## config.mk

```make
export PLATFORM = sky130hd
export DESIGN_NAME = bpred_table_ctrl
export DESIGN_NICKNAME = d
export VERILOG_FILES = /design/src/rtl/bpred_pkg.sv /design/src/rtl/bpred_upd_fifo.sv /design/src/rtl/bpred_table_ctrl.sv
export SDC_FILE = /design/constraint.sdc
export NUM_CORES = 1
export LEC_CHECK = 0
export ABC_AREA = 1
export CAP_MARGIN = 25
export CORE_ASPECT_RATIO = 0.5
export CORE_MARGIN = 2
export CORE_UTILIZATION = 50
export CTS_CLUSTER_DIAMETER = 30
export DETAILED_ROUTE_END_ITERATION = 8
export PLACE_DENSITY_LB_ADDON = 0.25
export SYNTH_ARGS = -nofsm -noshare
export SYNTH_HDL_FRONTEND = slang
export SYNTH_SLANG_ARGS = --single-unit
```

## constraint.sdc

```tcl
create_clock -name clk -period 4.15 [get_ports clk]
set_input_delay 0.6225 -clock clk [delete_from_list [all_inputs] [get_ports clk]]
set_output_delay 0.6225 -clock clk [all_outputs]
set_load 0.01 [all_outputs]
```

## src/rtl/bpred_pkg.sv

```systemverilog
// Shared types and helpers for the branch-predictor counter table.
package bpred_pkg;

  // Index width the queue entry type is sized for; the controller's IDX_W defaults to it.
  localparam int unsigned BpIdxW = 6;

  typedef enum logic [1:0] {
    CntSnt = 2'd0,
    CntWnt = 2'd1,
    CntWt  = 2'd2,
    CntSt  = 2'd3
  } cnt_e;

  typedef enum logic {
    StInit,
    StRun
  } state_e;

  typedef struct packed {
    logic [BpIdxW-1:0] idx;
    logic              taken;
  } upd_entry_t;

  // Two-bit saturating counter step toward the resolved direction.
  function automatic logic [1:0] sat_update(input logic [1:0] cnt, input logic taken);
    logic [1:0] res;
    res = cnt;
    if (taken) begin
      if (cnt != CntSt) res = cnt + 2'd1;
    end else begin
      if (cnt != CntSnt) res = cnt - 2'd1;
    end
    return res;
  endfunction

endpackage

```

## src/rtl/bpred_upd_fifo.sv

```systemverilog
// In-order queue of pending counter updates; power-of-two depth, wrapping pointers.
module bpred_upd_fifo #(
  parameter int unsigned Depth = 4,
  parameter int unsigned Width = 7
) (
  input  logic             clk_i,
  input  logic             rst_ni,
  input  logic             push_i,
  input  logic [Width-1:0] data_i,
  input  logic             pop_i,
  output logic [Width-1:0] data_o,
  output logic             full_o,
  output logic             empty_o
);

  localparam int unsigned PtrW = $clog2(Depth);
  localparam int unsigned CntW = $clog2(Depth) + 1;

  logic [Width-1:0] mem_q [Depth];
  logic [PtrW-1:0]  wr_ptr_q, wr_ptr_d;
  logic [PtrW-1:0]  rd_ptr_q, rd_ptr_d;
  logic [CntW-1:0]  count_q, count_d;
  logic             push_ok, pop_ok;

  // Pointer and occupancy next-state; a simultaneous push and pop leaves count unchanged.
  always_comb begin
    push_ok  = push_i && !full_o;
    pop_ok   = pop_i && !empty_o;
    wr_ptr_d = wr_ptr_q + {{(PtrW-1){1'b0}}, push_ok};
    rd_ptr_d = rd_ptr_q + {{(PtrW-1){1'b0}}, pop_ok};
    count_d  = count_q + CntW'(push_ok) - CntW'(pop_ok);
  end

  // Pointer and count state.
  always_ff @(posedge clk_i or negedge rst_ni) begin
    if (!rst_ni) begin
      wr_ptr_q <= '0;
      rd_ptr_q <= '0;
      count_q  <= '0;
    end else begin
      wr_ptr_q <= wr_ptr_d;
      rd_ptr_q <= rd_ptr_d;
      count_q  <= count_d;
    end
  end

  // Storage; contents are don't-care while empty so no reset is needed.
  always_ff @(posedge clk_i) begin
    if (push_ok) mem_q[wr_ptr_q] <= data_i;
  end

  // Status and head outputs.
  always_comb begin
    data_o  = mem_q[rd_ptr_q];
    full_o  = (count_q == CntW'(Depth));
    empty_o = (count_q == '0);
  end

endmodule

```

## src/rtl/bpred_table_ctrl.sv

```systemverilog
// Branch counter table: post-reset init sweep, then one access per cycle shared
// between lookups (priority) and queued resolution updates (with starvation override).
module bpred_table_ctrl
  import bpred_pkg::*;
#(
  parameter int unsigned IDX_W      = BpIdxW,
  parameter logic [1:0]  INIT_STATE = 2'd3,
  parameter int unsigned FIFO_DEPTH = 4,
  parameter int unsigned MAX_WAIT   = 3
) (
  input  logic             clk,
  input  logic             rst_n,
  input  logic             req_valid,
  input  logic [IDX_W-1:0] req_idx,
  output logic             req_ready,
  output logic             pred_valid,
  output logic             pred_taken,
  input  logic             res_valid,
  input  logic [IDX_W-1:0] res_idx,
  input  logic             res_taken,
  output logic             res_ready,
  output logic             init_busy
);

  localparam int unsigned Depth = 2 ** IDX_W;
  localparam int unsigned WaitW = $clog2(MAX_WAIT + 1);

  state_e           state_q, state_d;
  logic [IDX_W-1:0] init_ptr_q, init_ptr_d;
  logic [WaitW-1:0] wait_cnt_q, wait_cnt_d;
  logic             pred_valid_q, pred_valid_d;
  logic             pred_taken_q, pred_taken_d;
  logic [1:0]       table_q [Depth];

  logic             tbl_we;
  logic [IDX_W-1:0] tbl_waddr;
  logic [1:0]       tbl_wdata;

  upd_entry_t       push_entry, head_entry;
  logic             fifo_full, fifo_empty;
  logic             force_pop, lookup, pop, push;

  assign push_entry = '{idx: res_idx, taken: res_taken};

  bpred_upd_fifo #(
    .Depth (FIFO_DEPTH),
    .Width ($bits(upd_entry_t))
  ) u_upd_fifo (
    .clk_i   (clk),
    .rst_ni  (rst_n),
    .push_i  (push),
    .data_i  (push_entry),
    .pop_i   (pop),
    .data_o  (head_entry),
    .full_o  (fifo_full),
    .empty_o (fifo_empty)
  );

  // FSM state register.
  always_ff @(posedge clk or negedge rst_n) begin
    if (!rst_n) state_q <= StInit;
    else        state_q <= state_d;
  end

  // FSM next state: leave init once the last entry has been written.
  always_comb begin
    state_d = state_q;
    unique case (state_q)
      StInit:  if (init_ptr_q == IDX_W'(Depth - 1)) state_d = StRun;
      StRun:   state_d = StRun;
      default: state_d = StInit;
    endcase
  end

  // FSM outputs and port arbitration; lookups win unless the head has waited too long.
  always_comb begin
    force_pop = !fifo_empty && (wait_cnt_q == WaitW'(MAX_WAIT));
    init_busy = 1'b0;
    req_ready = 1'b0;
    res_ready = 1'b0;
    unique case (state_q)
      StInit: init_busy = 1'b1;
      StRun: begin
        req_ready = !force_pop;
        res_ready = !fifo_full;
      end
      default: init_busy = 1'b1;
    endcase
    lookup = req_valid && req_ready;
    push   = res_valid && res_ready;
    pop    = (state_q == StRun) && !lookup && !fifo_empty;
  end

  // Datapath next state: table write port, init pointer, head wait counter, prediction.
  always_comb begin
    tbl_we    = 1'b0;
    tbl_waddr = '0;
    tbl_wdata = '0;
    if (state_q == StInit) begin
      tbl_we    = 1'b1;
      tbl_waddr = init_ptr_q;
      tbl_wdata = INIT_STATE;
    end else if (pop) begin
      tbl_we    = 1'b1;
      tbl_waddr = head_entry.idx;
      tbl_wdata = sat_update(table_q[head_entry.idx], head_entry.taken);
    end

    init_ptr_d = (state_q == StInit) ? init_ptr_q + 1'b1 : init_ptr_q;

    if (state_q != StRun || fifo_empty || pop) wait_cnt_d = '0;
    else                                       wait_cnt_d = wait_cnt_q + 1'b1;

    pred_valid_d = lookup;
    pred_taken_d = lookup ? table_q[req_idx][1] : pred_taken_q;
  end

  // Control and output registers.
  always_ff @(posedge clk or negedge rst_n) begin
    if (!rst_n) begin
      init_ptr_q   <= '0;
      wait_cnt_q   <= '0;
      pred_valid_q <= 1'b0;
      pred_taken_q <= 1'b0;
    end else begin
      init_ptr_q   <= init_ptr_d;
      wait_cnt_q   <= wait_cnt_d;
      pred_valid_q <= pred_valid_d;
      pred_taken_q <= pred_taken_d;
    end
  end

  // Counter table; the post-reset sweep defines its contents.
  always_ff @(posedge clk) begin
    if (tbl_we) table_q[tbl_waddr] <= tbl_wdata;
  end

  assign pred_valid = pred_valid_q;
  assign pred_taken = pred_taken_q;

endmodule
```

==> metrics.yaml, run 1 <==
die:
  die_height_um: 95.6
  die_area_um2: 17900
  rows: 33
  start_util: 0.512
  ios: 22
  die_w_um: 187
  core_area_um2: 16400
layout:
  nFillCells: 1367
  regArea_um2: 5130
  nets: 867
  fin_area_um2: 9400
  finalNonFillerCells: 1083
  syn2layout_area_growth_pct: 12.0
  multiInputGateArea_um2: 2780
  antenna_cells: 0
  drive_gt1_frac: 0.111
synthesis:
  yosys_warnings: 0
  netlist_instances: 827
  synth-async-reset-ratio: 0.103
  synth-compound-area-share: 0.0616
  synthSimpleGateAreaFrac: 0.248
  synth_top_area_frac: 0.558
  yosysMostFrequentCell: "edfxtp_1"
  synthAdderAreaFrac: 0.0113
  ys_ff_latch: 174
  yosysSeqAreaShare: 0.612
  synth_top_family_by_area: "simple AND/OR/NAND/NOR gates"
  synth_mux_area_frac: 0
  yosys.area.top_type: "edfxtp_1"
  synth_xor_area_frac: 0.00940
  synth_edf_count: 156
  synth_cell_types: 40
  syn_area_per_cell_um2: 10.1
  synthesis.nets: 851
  synth_top_flop_cell: "edfxtp_1"
  synth.area.top_cells: "edfxtp_1 56%, nand3_1 9.1%, nand2_1 6.3%, dfrtp_1 5.4%, nor2_1 3.9%"
  synth.top_cells.by_count: "156 x edfxtp_1, 153 x nand3_1, 141 x nand2_1"
  syn_area_um2: 8390
setup_path:
  crit_slowest_cell: "dfrtp_1"
  required_ps: 4330
  cp_max_fo: 40
  crit_chain: "inv_2, nand2_1, nand3_2, nand2_2, inv_2, nand2_1, nand3_1, nand3_1, nand3_1, nand3_1, nand3_1, nand2_1, nand2_1, nand2_1, nand2_2, buf_4"
  rr_endpoint: "table_q[55][1]"
  cp-start-kind: "flop"
  cpPeakStageDelay_ps: 540
  r2r-start: "u_upd_fifo.rd_ptr_q[0]"
  endpoint_kind: "flop"
  reg2reg_slack_ps: 510
  crit_type: "reg2reg"
  critPathArrivalTime_ps: 3820
  reg2reg_depth: 16
detailed_routing:
  vias: 6349
  drt_iter0_markers: 925
  wl_per_cell_um: 19.5
  via_per_inst: 5.86
  wirelength_mm: 21.1
  dr.pass1.iters: 6
  ant_nets: 0
  drc: 0
clock_tree:
  post_cts_buffers: 0
  numCtsBuffers: 17
  clkSlewWorstSetupHoldPaths_ps: 70
  h-tree-depth: 4
  cts_hold_buf: 0
  root_buffer: "clkbuf_16"
  clockBufferDepth: 2
  cts_tree: "done"
  clk_latency_ps: 430
  cts.sinks: 174
  ctsResizeCount: 0
timing:
  final-setup-viol-count: 0
  finClkSkew_ps: 12.4
  report.final.hold_viol_count: 0
  fin_crit_sh: 0.876
  drv_slew: 0
  relSlewSlack: 0.320
  tightest_slew_ps: 1010
  holdWs_ps: 435
  timing.final.crit_period_ps: 3640
  rsz0062_at_grt: "no"
  setup_ws_ps: 514
  fin_setup_tns_ps: 0
  max_freq_mhz: 275
pwr:
  irDropWorstVdd_uv: 251
  p_leak_nw: 3.38
  powerDensity_nw_per_um2: 379
place:
  place_hpwl_mm: 13.4
  place_area_um2: 8790
  port_buffers: 21
  gp_congestion: 0.944
  dp_cells: 1049
  pre_cts_slack_ps: 599
global_route:
  grt-ovfl-total: 0
  grt_max_degree: 42
  grtUsageTotal: 0.247
  antenna_found_initial: 0
  grt_pass1_vias: 6116
  grt_pass1_wl_mm: 33.2
worst_hold_path:
  hp-class: "reg2reg"
  holdPathStages: 1
  min_from: "wait_cnt_q[0]"
  whs_endpoint: "wait_cnt_q[0]"
run:
  maxCapViolCount: 0
status:
  status: "finished clean"
==> power by group <==
part / internal [mW] / switching (mW)
clock network: 0.859 / 0.740
registers: 1.88 / 0
logic: 0.0285 / 0.0485
==> logic make-up after synthesis <==
logic type | Yosys count
buffers and inverters | 110
adder cells (fa/ha/maj) | 7
XOR/XNOR | 9
AND/OR/NAND/NOR | 446
flip-flops | 174
AO/OA/AOI/OAI | 81
==> through the flow <==
| step | util | power [mW] |
|---|---|---|
| after floorplan | - | 1.96 |
| after global placement | 0.536 | 2.00 |
| after detailed placement | 0.536 | 2.00 |
| after CTS | 0.572 | 3.57 |
| after global routing | 0.573 | 3.65 |
| final | 0.573 | 3.56 |
==> final cells by class <==
type	instances	share of cell area
Sequential cell	174	0.546
Multi-Input combinational cell	543	0.296
Clock buffer	17	0.0453
Timing Repair Buffer	36	0.0357
Tap cell	227	0.0302
Inverter	71	0.0286
Clock inverter	15	0.0181
==> sequential cells by signal, indices dropped and copies added (netlist names) <==
name and cells:
u_upd_fifo.rd_ptr_q 2, u_upd_fifo.count_q 3, state_q 1, table_q 128, pred_valid 1, pred_taken 1
wait_cnt_q 2, u_upd_fifo.mem_q 28, u_upd_fifo.wr_ptr_q 2, init_ptr_q 6
==> cells in the final DEF, fill, tap and decap left out, types with 3 or more instances in the layout <==
master             n
o22ai_1            4
o21ai_0           36
nor3_1             7
or2_1              3
dfrtp_1           18
ha_1               6
clkinv_4           4
or2_2              8
o22ai_2            4
a21oi_1           27
inv_8              5
nand2_2           12
buf_4             12
inv_1             61
nor2_1            87
nand3_2            8
nand3_1          153
clkdlybuf4s50_1   21
clkbuf_16         17
edfxtp_1         156
nand2_1          139
nand3b_1          25
inv_2              8
xor2_1             7
==> critical path, delay by kind of cell (launching register included) <==
| family | cells | cell delay [ps] |
|---|---|---|
| buffers and inverters | 3 | 1210 |
| AND/OR/NAND/NOR | 13 | 1600 |
| flip-flops | 1 | 540 |
==> worst max path at each step <==
stage | from | endpoint | cells after the start
global placement | u_upd_fifo.rd_ptr_q[0] | table_q[41][1] | 18
detailed placement | u_upd_fifo.rd_ptr_q[0] | table_q[34][1] | 16
finish | u_upd_fifo.rd_ptr_q[0] | table_q[55][1] | 16
global route | u_upd_fifo.rd_ptr_q[0] | table_q[55][1] | 18
floorplan | u_upd_fifo.rd_ptr_q[0] | table_q[0][0] | 12
CTS | u_upd_fifo.rd_ptr_q[0] | table_q[21][1] | 16
==> layer usage <==
layer / global-route usage / part of all wire
met5: 0 / 0
met4: 0.0886 / 0.028
met3: 0.0626 / 0.11
met2: 0.385 / 0.44
met1: 0.341 / 0.43
No activity file was read; power rests on OpenSTA's default activity.
==> inputs of run 2 (changes only) <==
--- a/config.mk
+++ b/config.mk
@@ -13,6 +13,7 @@
 export CTS_CLUSTER_DIAMETER = 30
 export DETAILED_ROUTE_END_ITERATION = 8
 export PLACE_DENSITY_LB_ADDON = 0.25
+export SETUP_SLACK_MARGIN = 0.05
 export SYNTH_ARGS = -nofsm -noshare
 export SYNTH_HDL_FRONTEND = slang
 export SYNTH_SLANG_ARGS = --single-unit
==> results of run 2 <==
Final layout, timing and power as in run 1 (identical DEF).
==> inputs of run 3 (changes only) <==
--- a/config.mk
+++ b/config.mk
@@ -6,9 +6,9 @@
 export NUM_CORES = 1
 export LEC_CHECK = 0
 export ABC_AREA = 1
-export CAP_MARGIN = 25
+export CAP_MARGIN = 5
 export CORE_ASPECT_RATIO = 0.5
-export CORE_MARGIN = 2
+export CORE_MARGIN = 3
 export CORE_UTILIZATION = 50
 export CTS_CLUSTER_DIAMETER = 30
 export DETAILED_ROUTE_END_ITERATION = 8
==> metrics.yaml, run 3 (synthesis gave the netlist of run 1 again) <==
global_route:
  grt_pass1_wl_mm: 32.9  # -0.79%
  antenna_found_initial: 0  # unchanged
  grtUsageTotal: 0.235  # -0.0128
  grt_max_degree: 68  # +62%
  grt-ovfl-total: 0  # unchanged
  grt_pass1_vias: 5927  # -3.1%
detailed_routing:
  vias: 6248  # -1.6%
  drc: 0  # unchanged
  ant_nets: 0  # unchanged
  wl_per_cell_um: 19.8  # +1.5%
  drt_iter0_markers: 683  # -26%
  via_per_inst: 5.83  # -0.58%
  dr.pass1.iters: 5  # -1
  wirelength_mm: 21.2  # +0.43%
setup_path:
  required_ps: 4300  # -30 ps
  cp-endpoint: "table_q[30][1]"
  crit_cells: 14  # -2
  reg2reg_slack_ps: 690  # +170 ps
  endpoint_kind: "flop"
  path_buf_inv: 3  # unchanged
  crit_top_cell: "nand3_1"
  crit_path_start: "u_upd_fifo.rd_ptr_q[0]"
  r2r-start: "u_upd_fifo.rd_ptr_q[0]"
  crit_type: "reg2reg"
  reg2reg_depth: 14  # -2
  cp-start-kind: "flop"
  cp_max_fo: 36  # -10%
  cpPeakStageDelay_ps: 620  # +80 ps
  crit_chain: "inv_2, nand2_1, nand3_1, nand2_2, inv_1, nand3_1, nand3_1, nand3_1, nand3_1, nand2_1, nand2_1, nand2_1, nand2_2, buf_12"
  cp_top_family: "simple AND/OR/NAND/NOR gates"
  critPathArrivalTime_ps: 3610  # -210 ps
  rr_endpoint: "table_q[30][1]"
  crit_slowest_cell: "dfrtp_1"
clock_tree:
  root_buffer: "clkbuf_16"
  post_cts_buffers: 0  # unchanged
  cts_tree: "done"
  h-tree-depth: 4  # unchanged
  cts_hold_buf: 0  # unchanged
  ctsResizeCount: 0  # unchanged
  clk_latency_ps: 420  # about the same
  cts.sinks: 174  # unchanged
  numCtsBuffers: 17  # unchanged
  clockBufferDepth: 2  # unchanged
  clkSlewWorstSetupHoldPaths_ps: 70  # about the same
pwr:
  powerDensity_nw_per_um2: 381  # +0.58%
  p_leak_nw: 3.35  # -0.79%
  irDropWorstVdd_uv: 266  # +5.7%
place:
  place_area_um2: 8770  # -0.23%
  place_hpwl_mm: 13.5  # +0.23%
  port_buffers: 21  # unchanged
  gp_congestion: 0.936  # -0.82%
timing:
  fin_setup_tns_ps: 0  # unchanged
  final-setup-viol-count: 0  # unchanged
  max_freq_mhz: 289  # +5.0%
  fin_crit_sh: 0.834  # -0.0418
  rsz0062_at_grt: "no"
  report.final.hold_viol_count: 0  # unchanged
  tightest_slew_ps: 1030  # +22.1 ps
  holdWs_ps: 432  # -2.46 ps
  finClkSkew_ps: 13.1  # +0.710 ps
  drv_slew: 0  # unchanged
  relSlewSlack: 0.305  # -0.0148
  timing.final.crit_period_ps: 3460  # -174 ps
die:
  core_area_um2: 15900  # -3.0%
  rows: 32  # -3.0%
  die_w_um: 189  # +1.1%
  start_util: 0.528  # +0.0160
  die_area_um2: 18500  # +3.2%
  die_height_um: 97.6  # +2.1%
  ios: 22  # unchanged
layout:
  largest_register_ffs: 128  # unchanged
  drive_gt1_frac: 0.102  # -0.00875
  antenna_cells: 0  # unchanged
  fin_area_um2: 9360  # -0.41%
  largest_register: "table_q"
  mostFrequentLayoutCells: "156 x edfxtp_1, 153 x nand3_1, 140 x nand2_1, 87 x nor2_1, 61 x inv_1"
  syn2layout_area_growth_pct: 11.6
  layout_commonest_cell: "edfxtp_1"
  nets: 862  # -0.58%
  top_regs: "table_q x128, u_upd_fifo.mem_q x28, init_ptr_q x6"
run:
  maxCapViolCount: 0  # unchanged
status:
  status: "finished clean"
worst_hold_path:
  hp-class: "reg2reg"
[run 3: changes by cell type in the layout (fill, tap and decap cells not counted), moves of 2 or more]
cell	change
buf_4	-4
clkbuf_4	-2
clkbuf_8	+2
clkinv_4	-2
inv_8	-5
[run 3: worst min path at each step]
stage | start | to | slack [ps] | cells after the start
after floorplan | rst_n | init_ptr_q[0] | 330 | 0
after global placement | wait_cnt_q[0] | wait_cnt_q[0] | 420 | 1
after detailed placement | wait_cnt_q[0] | wait_cnt_q[0] | 430 | 1
after CTS | wait_cnt_q[0] | wait_cnt_q[0] | 430 | 1
after global routing | wait_cnt_q[0] | wait_cnt_q[0] | 450 | 1
final | wait_cnt_q[0] | wait_cnt_q[0] | 430 | 1
[run 3: layer usage]
| metal | routed length [um] | part of all wire | track usage | vias up |
|---|---|---|---|---|
| met4 | 482 | 0.023 | 0.0806 | 0 |
| met5 | 0 | 0 | 0 | - |
| li1 | - | - | - | 2891 |
| met2 | 9330 | 0.44 | 0.348 | 381 |
| met3 | 2580 | 0.12 | 0.0829 | 50 |
| met1 | 8840 | 0.42 | 0.322 | 2926 |
[run 3: metrics by stage]
step	utilization	setup WS (ps)	total power, mW	instances
final	0.589	687	3.57	1072
after global routing	0.589	343	3.66	1072
after CTS	0.589	735	3.57	1072
after detailed placement	0.552	758	2.00	1040
after global placement	0.552	916	2.00	1040
after floorplan	-	1290	1.96	827
[run 3: layout make-up]
| class | instances | area (um^2) |
|---|---|---|
| Clock inverter | 12 | 135 |
| Clock buffer | 20 | 457 |
| Fill cell | 1301 | 6540 |
| Tap cell | 221 | 277 |
| Timing Repair Buffer | 31 | 310 |
| Inverter | 71 | 269 |
| Sequential cell | 174 | 5130 |
| Multi-Input combinational cell | 543 | 2780 |
[run 3: power by group]
group / leakage, nW / internal (mW) / switching, mW
registers: 1.37 / 1.89 / 0
logic: 1.70 / 0.0278 / 0.0496
clock network: 0.281 / 0.925 / 0.678
